**config.mk**
```make
export PLATFORM = sky130hd
export DESIGN_NAME = iir_delay_line
export DESIGN_NICKNAME = d
export VERILOG_FILES = /design/src/rtl/iir_delay_line.sv
export SDC_FILE = /design/constraint.sdc
export NUM_CORES = 1
export LEC_CHECK = 0
export ABC_AREA = 1
export ABC_CLOCK_PERIOD_IN_PS = 7500
export BUFFER_PORTS_ARGS = -buffer_cell sky130_fd_sc_hd__buf_4
export CORE_AREA = 2 2 198 200
export CTS_CLUSTER_SIZE = 25
export DETAILED_ROUTE_END_ITERATION = 7
export DIE_AREA = 0 0 200 202
export PLACE_DENSITY = 0.82
export SETUP_SLACK_MARGIN = 0.4
export SLEW_MARGIN = 30
export SYNTH_ARGS = -nofsm -noshare
export SYNTH_HDL_FRONTEND = slang
export SYNTH_SLANG_ARGS = --single-unit
```
**constraint.sdc**
```tcl
create_clock -name clk -period 7.5 [get_ports clk]
set_input_delay 1.875 -clock clk [delete_from_list [all_inputs] [get_ports clk]]
set_output_delay 1.875 -clock clk [all_outputs]
set_load 0.005 [all_outputs]
```
**src/rtl/iir_delay_line.sv**
```systemverilog
// iir_delay_line: run-time selectable z^-k delay line for the IIR datapath.
//
// The line advances only on the sample strobe, so delays are counted in
// accepted samples, not clocks. The selected tap is a combinational mux of
// the registered stages.
//
// Ports:
//   clk      rising-edge clock
//   rst_n    asynchronous active-low reset
//   en       sample strobe; accept d and advance the line
//   clr      synchronous flush of stages and fill count (wins over en)
//   d        input sample (WIDTH bits, treated as opaque)
//   dly      requested delay k; 0 -> 1, values above DEPTH -> DEPTH
//   q        sample delayed by the effective k accepted samples
//   q_valid  q holds a sample accepted since the last reset/clr
//   fill     accepted samples since reset/clr, saturating at DEPTH
//   taps     (only with IIR_DLY_TAPS_OUT_EN) all stages, stage i in
//            taps[WIDTH*(i+1)-1 -: WIDTH]
//
// Optional feature macro: IIR_DLY_TAPS_OUT_EN
module iir_delay_line #(
  parameter  int WIDTH = 32,
  parameter  int DEPTH = 16,
  localparam int DW    = $clog2(DEPTH + 1)
) (
  input  logic                   clk,
  input  logic                   rst_n,
  input  logic                   en,
  input  logic                   clr,
  input  logic [WIDTH-1:0]       d,
  input  logic [DW-1:0]          dly,
  output logic [WIDTH-1:0]       q,
  output logic                   q_valid,
`ifdef IIR_DLY_TAPS_OUT_EN
  output logic [WIDTH*DEPTH-1:0] taps,
`endif
  output logic [DW-1:0]          fill
);

  localparam logic [DW-1:0] DEPTH_W = DW'(DEPTH);
  localparam logic [DW-1:0] ONE_W   = DW'(1);

  logic [WIDTH-1:0] sr_q [DEPTH];
  logic [WIDTH-1:0] sr_d [DEPTH];
  logic [DW-1:0]    fill_q;
  logic [DW-1:0]    fill_d;
  logic [DW-1:0]    ke;

  always_comb begin
    for (int i = 0; i < DEPTH; i++) sr_d[i] = sr_q[i];
    fill_d = fill_q;
    if (clr) begin
      for (int i = 0; i < DEPTH; i++) sr_d[i] = '0;
      fill_d = '0;
    end else if (en) begin
      sr_d[0] = d;
      for (int i = 1; i < DEPTH; i++) sr_d[i] = sr_q[i-1];
      fill_d = (fill_q == DEPTH_W) ? fill_q : fill_q + ONE_W;
    end
  end

  always_ff @(posedge clk or negedge rst_n) begin
    if (!rst_n) begin
      for (int i = 0; i < DEPTH; i++) sr_q[i] <= '0;
      fill_q <= '0;
    end else begin
      for (int i = 0; i < DEPTH; i++) sr_q[i] <= sr_d[i];
      fill_q <= fill_d;
    end
  end

  // Clamp the requested delay into 1..DEPTH; out-of-range is never an error.
  always_comb begin
    if (dly == '0)          ke = ONE_W;
    else if (dly > DEPTH_W) ke = DEPTH_W;
    else                    ke = dly;
  end

  // Compare-based mux keeps the index in range for every ke encoding.
  always_comb begin
    q = '0;
    for (int i = 0; i < DEPTH; i++) begin
      if (ke == DW'(i + 1)) q = sr_q[i];
    end
  end

  assign q_valid = (fill_q >= ke);
  assign fill    = fill_q;

`ifdef IIR_DLY_TAPS_OUT_EN
  for (genvar g = 0; g < DEPTH; g++) begin : g_taps
    assign taps[WIDTH*(g+1)-1 -: WIDTH] = sr_q[g];
  end
`endif

endmodule

```
==> key figures, run 1 <==
Critical path
  • Crit path top cell by count: nand2_1
  • CP endpoint kind: output pin
  • Slowest cell on crit path: nand2_1
  • Cell Chain, Critical Path: buf_4, inv_4, nand3_2, inv_2, nand2_1, buf_4, nand2_1, inv_1, nand2_1, nand2_1, nand3_1, nand2_1, nand4_1, nand2_1, nand3_1, nor2_1, nand4_1, buf_4
  • Slowest stage delay, CP: 0.59 ns
  • Kind of cell adding the most delay to the critical path: simple AND/OR/NAND/NOR gates
  • RR Startpoint: fill[1]
  • Critical Path AT: 4.83 ns
  • Largest fanout on the critical path: 35
  • CP Launch Type: primary input
  • FF-to-FF End: fill[3]
  • Buf/Inv on CP: 6
  • Reg2Reg Setup Slack: 5.60 ns
  • Critical path class: in2out
  • Worst EP required: 5.62 ns
  • R2R depth: 9

Synth
  • Post-synthesis sequential area ratio: 52.6%
  • Yosys warns: 0
  • Syn Inst Count: 3153
  • Dominant cells by area after synthesis: dfrtp_1 53%, nand2_1 16%, o21ai_0 8.9%, nand3_1 7.7%, nand4_1 3.2%
  • Cell area after synthesis: 24600 um^2
  • Syn Nets: 3201
  • Synth unique cells: 33
  • Top cell type's share of synthesized area: 52.6%
  • Mean post-synth cell area: 7.81 um^2
  • Cell taking the most area after synthesis: dfrtp_1
  • Seq cells post-synth: 517

Global routing
  • Initial antenna violation count: 0
  • All-Layer GR Usage: 33.3%
  • Global-route wire length before repair: 107000 um
  • Total gr overflow: 0
  • Largest net degree at the start of global routing: 268
  • Vias in the first global route: 20233

STA
  • Final Hold Fails: 0
  • Minimum clock period: 6.70 ns
  • RSZ-0062 raised after global routing: no
  • Worst-margin pin slew: 0.954 ns
  • FMAX: 149 MHz
  • PnR worst setup slack: 0.796 ns
  • Final Max Slew Viols: 0
  • Setup-failing EPs final: 0
  • Tcrit/Tclk final: 89.4%
  • Final setup TNS: 0 ns
  • Layout Skew: 0.0296 ns
  • Worst hold slack: 0.473 ns
  • Relative slew slack: 36.4%

Die
  • Die ar.: 40400 um^2
  • IO Pins: 79
  • Die W: 200 um
  • Core footprint: 38300 um^2
  • Initial Utilization: 64.3%
  • Floorplan row count: 72
  • DIE HEIGHT: 202 um

Routing
  • Initial DRC count: 2667
  • DR DRC count: 0
  • Router iterations before antenna repair: 6
  • WL final: 66200 um
  • Vias: 21890
  • Wire per inst: 18.2 um
  • Post-route ant nets: 0
  • Drt via density: 6.02

Place
  • Pre-CTS setup slack: 0.906 ns
  • Routability cong.: 0.886
  • Port Buffer Count: 78
  • Placed wire-length estimate: 38400 um

Power and ir drop
  • P per Cell Area: 214 nW/um^2
  • NetSw: 1420 uW
  • Cell-internal power: 4350 uW
  • Clock group share of total power: 43.8%
  • Peak VDD IR: 0.000157 V
  • Sequential Power Share: 49.1%
  • Sw Ratio: 24.6%
  • Combinational fraction of design power: 7.1%
  • Static Leak: 0.0124 uW

Clocking
  • Clk buf depth: 3
  • CTS sink cnt: 517
  • TritonCTS clock tree: yes
  • Clk pin slew, worst setup/hold paths: 0.06 ns
  • CTS Buf Count: 53
  • Post-CTS setup buffers: 0
  • Clk_lat worst skew: 0.60 ns
  • Hold_buf cts: 0
  • H-tree lvl count: 2
  • Root Driver: clkbuf_16
  • Post_cts resized: 0

Worst hold path
  • Hold Path Sink: sr_q[28]
  • Min-delay worst type: reg2reg
  • Min-delay src: sr_q[28]
  • WHS Path Cells: 2

Flow run
  • Max_cap viols: 0

Cells and area
  • Antenna Cells: 0
  • Final net count: 3129
  • Share of layout cells above drive strength 1: 7.47%
  • Area delta synth->final: 9.65%

Status
  • Status: complete, no violations
cell type report:
class,instances,area [um^2]
multi-input combinational,2202,10000
tap,518,648
timing repair buffer,110,968
fill,2960,11300
inverter,197,754
clock inverter,9,62.6
clock buffer,83,1590
sequential,517,12900
synthesized netlist by cell type (all sizes together):
cell	count
clkbuf	188
nand3	382
nand4	124
buf	49
a31oi	1
o22ai	19
ha	7
nor3b	1
nand2	1051
a21oi	10
nor2	83
nor4	1
o21ai	441
inv	195
clkinv	2
or2	73
nor3	1
o31ai	4
dfrtp	517
and3	1
o21bai	2
xor2	1
registers in the layout, indices dropped and copies added (netlist names):
| signal | cells |
|---|---|
| sr_q | 512 |
| fill | 5 |
power groups by stage:
stage	logic, uW	registers, uW	clock network [uW]
after floorplan	217	2880	0
final	410	2830	2530
after global placement	398	2880	0
after detailed placement	401	2880	0
after global routing	449	2830	2670
after CTS	402	2830	2550
layer usage:
metal	wire, um	GRT usage, %	part of all wire (%)
met4	2310	12.0	3.5
met3	5950	4.99	9.0
met2	29500	49.2	45
met5	0	0	0
met1	28400	50.4	43
how the worst max path moves through the flow:
stage	start	endpoint	slack [ns]	depth (start not counted)
2_1_floorplan	dly[4]	q_valid	2.32	13
3_3_place_gp	dly[4]	q[29]	0.96	18
3_5_place_dp	dly[4]	q[18]	0.91	18
4_1_cts	dly[4]	q[18]	0.90	18
5_1_grt	dly[4]	q[29]	0.59	18
6_report	dly[4]	q[18]	0.80	18
placed cells by master, fill, tap and decap left out, drive strengths merged:
cell | netlist | final
nor3 | 1 | 1
nor2 | 83 | 83
nor3b | 1 | 1
xor2 | 1 | 1
dfrtp | 517 | 517
and3 | 1 | 1
o21bai | 2 | 2
inv | 195 | 196
nand2 | 1051 | 1051
nor4 | 1 | 1
clkbuf | 188 | 83
o22ai | 19 | 19
clkinv | 2 | 10
o31ai | 4 | 4
buf | 49 | 110
nand3 | 382 | 382
ha | 7 | 7
a21oi | 10 | 10
a31oi | 1 | 1
o21ai | 441 | 441
or2 | 73 | 73
nand4 | 124 | 124
tightest hold or removal path, delay by kind of cell, from the launching register on:
kind          cells  cell delay (ns)
simple gates      2             0.10
flops             1             0.34
through the flow:
stage | std cells | util (%) | instance area [um^2] | total power, uW
floorplan | 3153 | - | 24600 | 3090
global placement | 3542 | 66.0 | 25300 | 3280
detailed placement | 3542 | 66.0 | 25300 | 3280
CTS | 3634 | 70.3 | 26900 | 5780
global route | 3636 | 70.5 | 27000 | 5950
finish | 3636 | 70.5 | 27000 | 5770
cells by family after synthesis:
logic type / share of synthesized area [%]
adders and majority gates: 0.356
and+or+nand+nor: 30.3
buffers and inverters: 6.86
xor gates and xnor gates: 0.0356
DFF: 52.6
AOI/OAI and AO/OA: 9.86
Note: power is estimated with default switching activity, not from simulation.
==> run 2: changes to the inputs <==
--- a/config.mk
+++ b/config.mk
@@ -12,9 +12,10 @@
 export CTS_CLUSTER_SIZE = 25
 export DETAILED_ROUTE_END_ITERATION = 7
 export DIE_AREA = 0 0 200 202
-export PLACE_DENSITY = 0.82
+export PLACE_DENSITY = 0.8
 export SETUP_SLACK_MARGIN = 0.4
 export SLEW_MARGIN = 30
 export SYNTH_ARGS = -nofsm -noshare
 export SYNTH_HDL_FRONTEND = slang
 export SYNTH_SLANG_ARGS = --single-unit
+export TNS_END_PERCENT = 10
==> run 2 against run 1 <==
Net effect: the flow now finishes with violations (design-rule violations); routed wire length grew 7.5%; design area grew 0.83%; register-to-register slack is essentially flat; critical path depth grew 1; sequential share of layout area shrank 0.39 points; clock skew shrank 0.014 ns; utilization grew 0.58 points; die area is the same; global-route usage grew 2.7 points; sequential power is essentially flat; total power grew 3.1%; fmax grew 2.7%; largest cell class unchanged.
==> key figures, run 2 (synthesized netlist as in run 1, its figures left out) <==
Die
  • DIE HEIGHT: 202 um (unchanged)
  • Floorplan row count: 72 (unchanged)
  • Die ar.: 40400 um^2 (unchanged)
  • Core footprint: 38300 um^2 (unchanged)
  • Initial Utilization: 64.3% (unchanged)
  • Die W: 200 um (unchanged)
  • IO Pins: 79 (unchanged)

Cells and area
  • Final Util: 71.1% (was 70.5%)
  • # fillers: 2980 (was 2960)
  • Largest Register: sr_q (unchanged)
  • Most common cell after layout, fill and taps aside: nand2_1 (unchanged)
  • Antenna Cells: 0 (unchanged)
  • Most frequent cells in the layout: 1048 x nand2_1, 517 x dfrtp_1, 439 x o21ai_0 (unchanged)
  • Max reg flops: 512 (unchanged)
  • Share of layout cells above drive strength 1: 8.19% (was 7.47%)
  • Area delta synth->final: 10.6% (was 9.65%)
  • Final net count: 3143 (was 3129)

Clocking
  • TritonCTS clock tree: yes (unchanged)
  • Hold_buf cts: 0 (unchanged)
  • Clk_lat worst skew: 0.61 ns (was 0.60 ns)
  • Root Driver: clkbuf_16 (unchanged)
  • Post-CTS setup buffers: 0 (unchanged)
  • CTS Buf Count: 53 (unchanged)
  • CTS sink cnt: 517 (unchanged)
  • Clk buf depth: 3 (unchanged)
  • Clk pin slew, worst setup/hold paths: 0.06 ns (about the same)
  • Post_cts resized: 0 (unchanged)
  • H-tree lvl count: 2 (unchanged)

STA
  • Minimum clock period: 6.52 ns (was 6.70 ns)
  • Layout Skew: 0.0153 ns (was 0.0296 ns)
  • Relative slew slack: 33.7% (was 36.4%)
  • Tcrit/Tclk final: 87.0% (was 89.4%)
  • Final Max Slew Viols: 0 (unchanged)
  • PnR worst setup slack: 0.975 ns (was 0.796 ns)
  • FMAX: 153 MHz (was 149 MHz)
  • Final setup TNS: 0 ns (unchanged)
  • Final Hold Fails: 0 (unchanged)
  • Worst-margin pin slew: 0.994 ns (was 0.954 ns)
  • Setup-failing EPs final: 0 (unchanged)
  • RSZ-0062 raised after global routing: no (unchanged)

Status
  • Status: complete, but fails checks (was complete, no violations)
  • Failing checks: design-rule violations

Critical path
  • Critical path class: in2out (unchanged)
  • Worst EP required: 5.62 ns (about the same)
  • CP endpoint kind: output pin (unchanged)
  • Largest fanout on the critical path: 35 (unchanged)
  • Critical Path AT: 4.65 ns (was 4.83 ns)
  • CP Launch Type: primary input (unchanged)

Power and ir drop
  • Combinational fraction of design power: 7.1% (about the same)
  • Clock group share of total power: 45.3% (was 43.8%)
  • Peak VDD IR: 0.000177 V (was 0.000157 V)
  • Cell-internal power: 4490 uW (was 4350 uW)
  • P per Cell Area: 219 nW/um^2 (was 214 nW/um^2)
  • NetSw: 1460 uW (was 1420 uW)
  • Sw Ratio: 24.5% (was 24.6%)
  • Sequential Power Share: 47.6% (was 49.1%)
  • Static Leak: 0.0125 uW (was 0.0124 uW)

Place
  • Routability cong.: 0.902 (was 0.886)
  • Placed wire-length estimate: 41600 um (was 38400 um)
  • Port Buffer Count: 78 (unchanged)
  • Pre-CTS setup slack: 1.06 ns (was 0.906 ns)

Routing
  • Drt via density: 6.08 (was 6.02)
  • Post-route ant nets: 0 (unchanged)
  • Wire per inst: 19.5 um (was 18.2 um)
  • DR DRC count: 2 (was 0)
  • Router iterations before antenna repair: 8 (was 6)
  • Initial DRC count: 2736 (was 2667)
  • WL final: 71100 um (was 66200 um)
  • Vias: 22214 (was 21890)

Global routing
  • Initial antenna violation count: 0 (unchanged)
  • Largest net degree at the start of global routing: 195 (was 268)
  • Global-route wire length before repair: 114000 um (was 107000 um)
  • All-Layer GR Usage: 36.0% (was 33.3%)
  • Total gr overflow: 0 (unchanged)
  • Vias in the first global route: 21252 (was 20233)

Flow run
  • Max_cap viols: 0 (unchanged)

Worst hold path
  • Min-delay worst type: reg2reg (unchanged)
run 2: cell count changes in the layout (fill, tap and decap cells not counted), sizes merged:
| cell | before | now |
|---|---|---|
| clkinvlp | 0 | 1 |
| bufinv | 0 | 4 |
| buf | 110 | 124 |
| clkinv | 10 | 16 |
| clkbuf | 83 | 78 |
| inv | 196 | 195 |
run 2: layout make-up:
| type | instances | area, um^2 | area share, % |
|---|---|---|---|
| repair buffers | 124 | 1060 | 3.91 |
| inverters | 197 | 754 | 2.77 |
| multi-input cells | 2202 | 10000 | 36.9 |
| well taps | 518 | 648 | 2.38 |
| flip-flops and latches | 517 | 12900 | 47.5 |
| clock buffers | 78 | 1570 | 5.77 |
| clock inverters | 19 | 209 | 0.768 |
run 2: stage by stage:
stage / cell area [um^2] / hold WS [ns] / std cells / total power (uW)
after detailed placement: 25400 / 0.459 / 3557 / 3300
after CTS: 27200 / 0.474 / 3654 / 5960
after global placement: 25400 / 0.453 / 3556 / 3290
after global routing: 27200 / 0.500 / 3655 / 6120
after floorplan: 24600 / 0.442 / 3153 / 3090
final: 27200 / 0.476 / 3655 / 5950
run 2: worst paths after layout:
path,from,endpoint,slack (ns),depth (start not counted)
worst max-delay path,dly[4],q[15],0.98,19
worst min register to register,sr_q[23],sr_q[23],0.48,2
max in group asynchronous,rst_n,sr_q[314],4.90,2
worst max register to register,fill[1],fill[3],5.59,9
worst min-delay path,sr_q[23],sr_q[23],0.48,2
min in group asynchronous,rst_n,sr_q[12],1.23,1
run 2: worst max-delay path, stage by stage:
cell and delay [ns]:
buf_4 0.41, inv_4 0.13, nand3_2 0.15, inv_2 0.06, nand2_1 0.06, buf_4 0.27, buf_4 0.36, nand2_1 0.09
inv_1 0.06, nand2_1 0.05, nand2_1 0.07, nand4_1 0.17, nand2_1 0.13, nand3_1 0.10, nand2_1 0.08, nand3_1 0.07
nor2_1 0.19, nand4_1 0.12, buf_4 0.16
run 2: routing by layer:
layer	track usage [%]	wire length, um
met1	50.8	28500
met2	54.5	32900
met3	6.74	6820
met4	16.5	2920
met5	0	0
run 2: power groups by stage:
stage	combinational [uW]	sequential, uW	clock (uW)
2_1_floorplan	217	2880	0
3_3_place_gp	406	2880	0
3_5_place_dp	414	2880	0
4_1_cts	415	2830	2710
5_1_grt	457	2830	2830
6_report	420	2830	2700
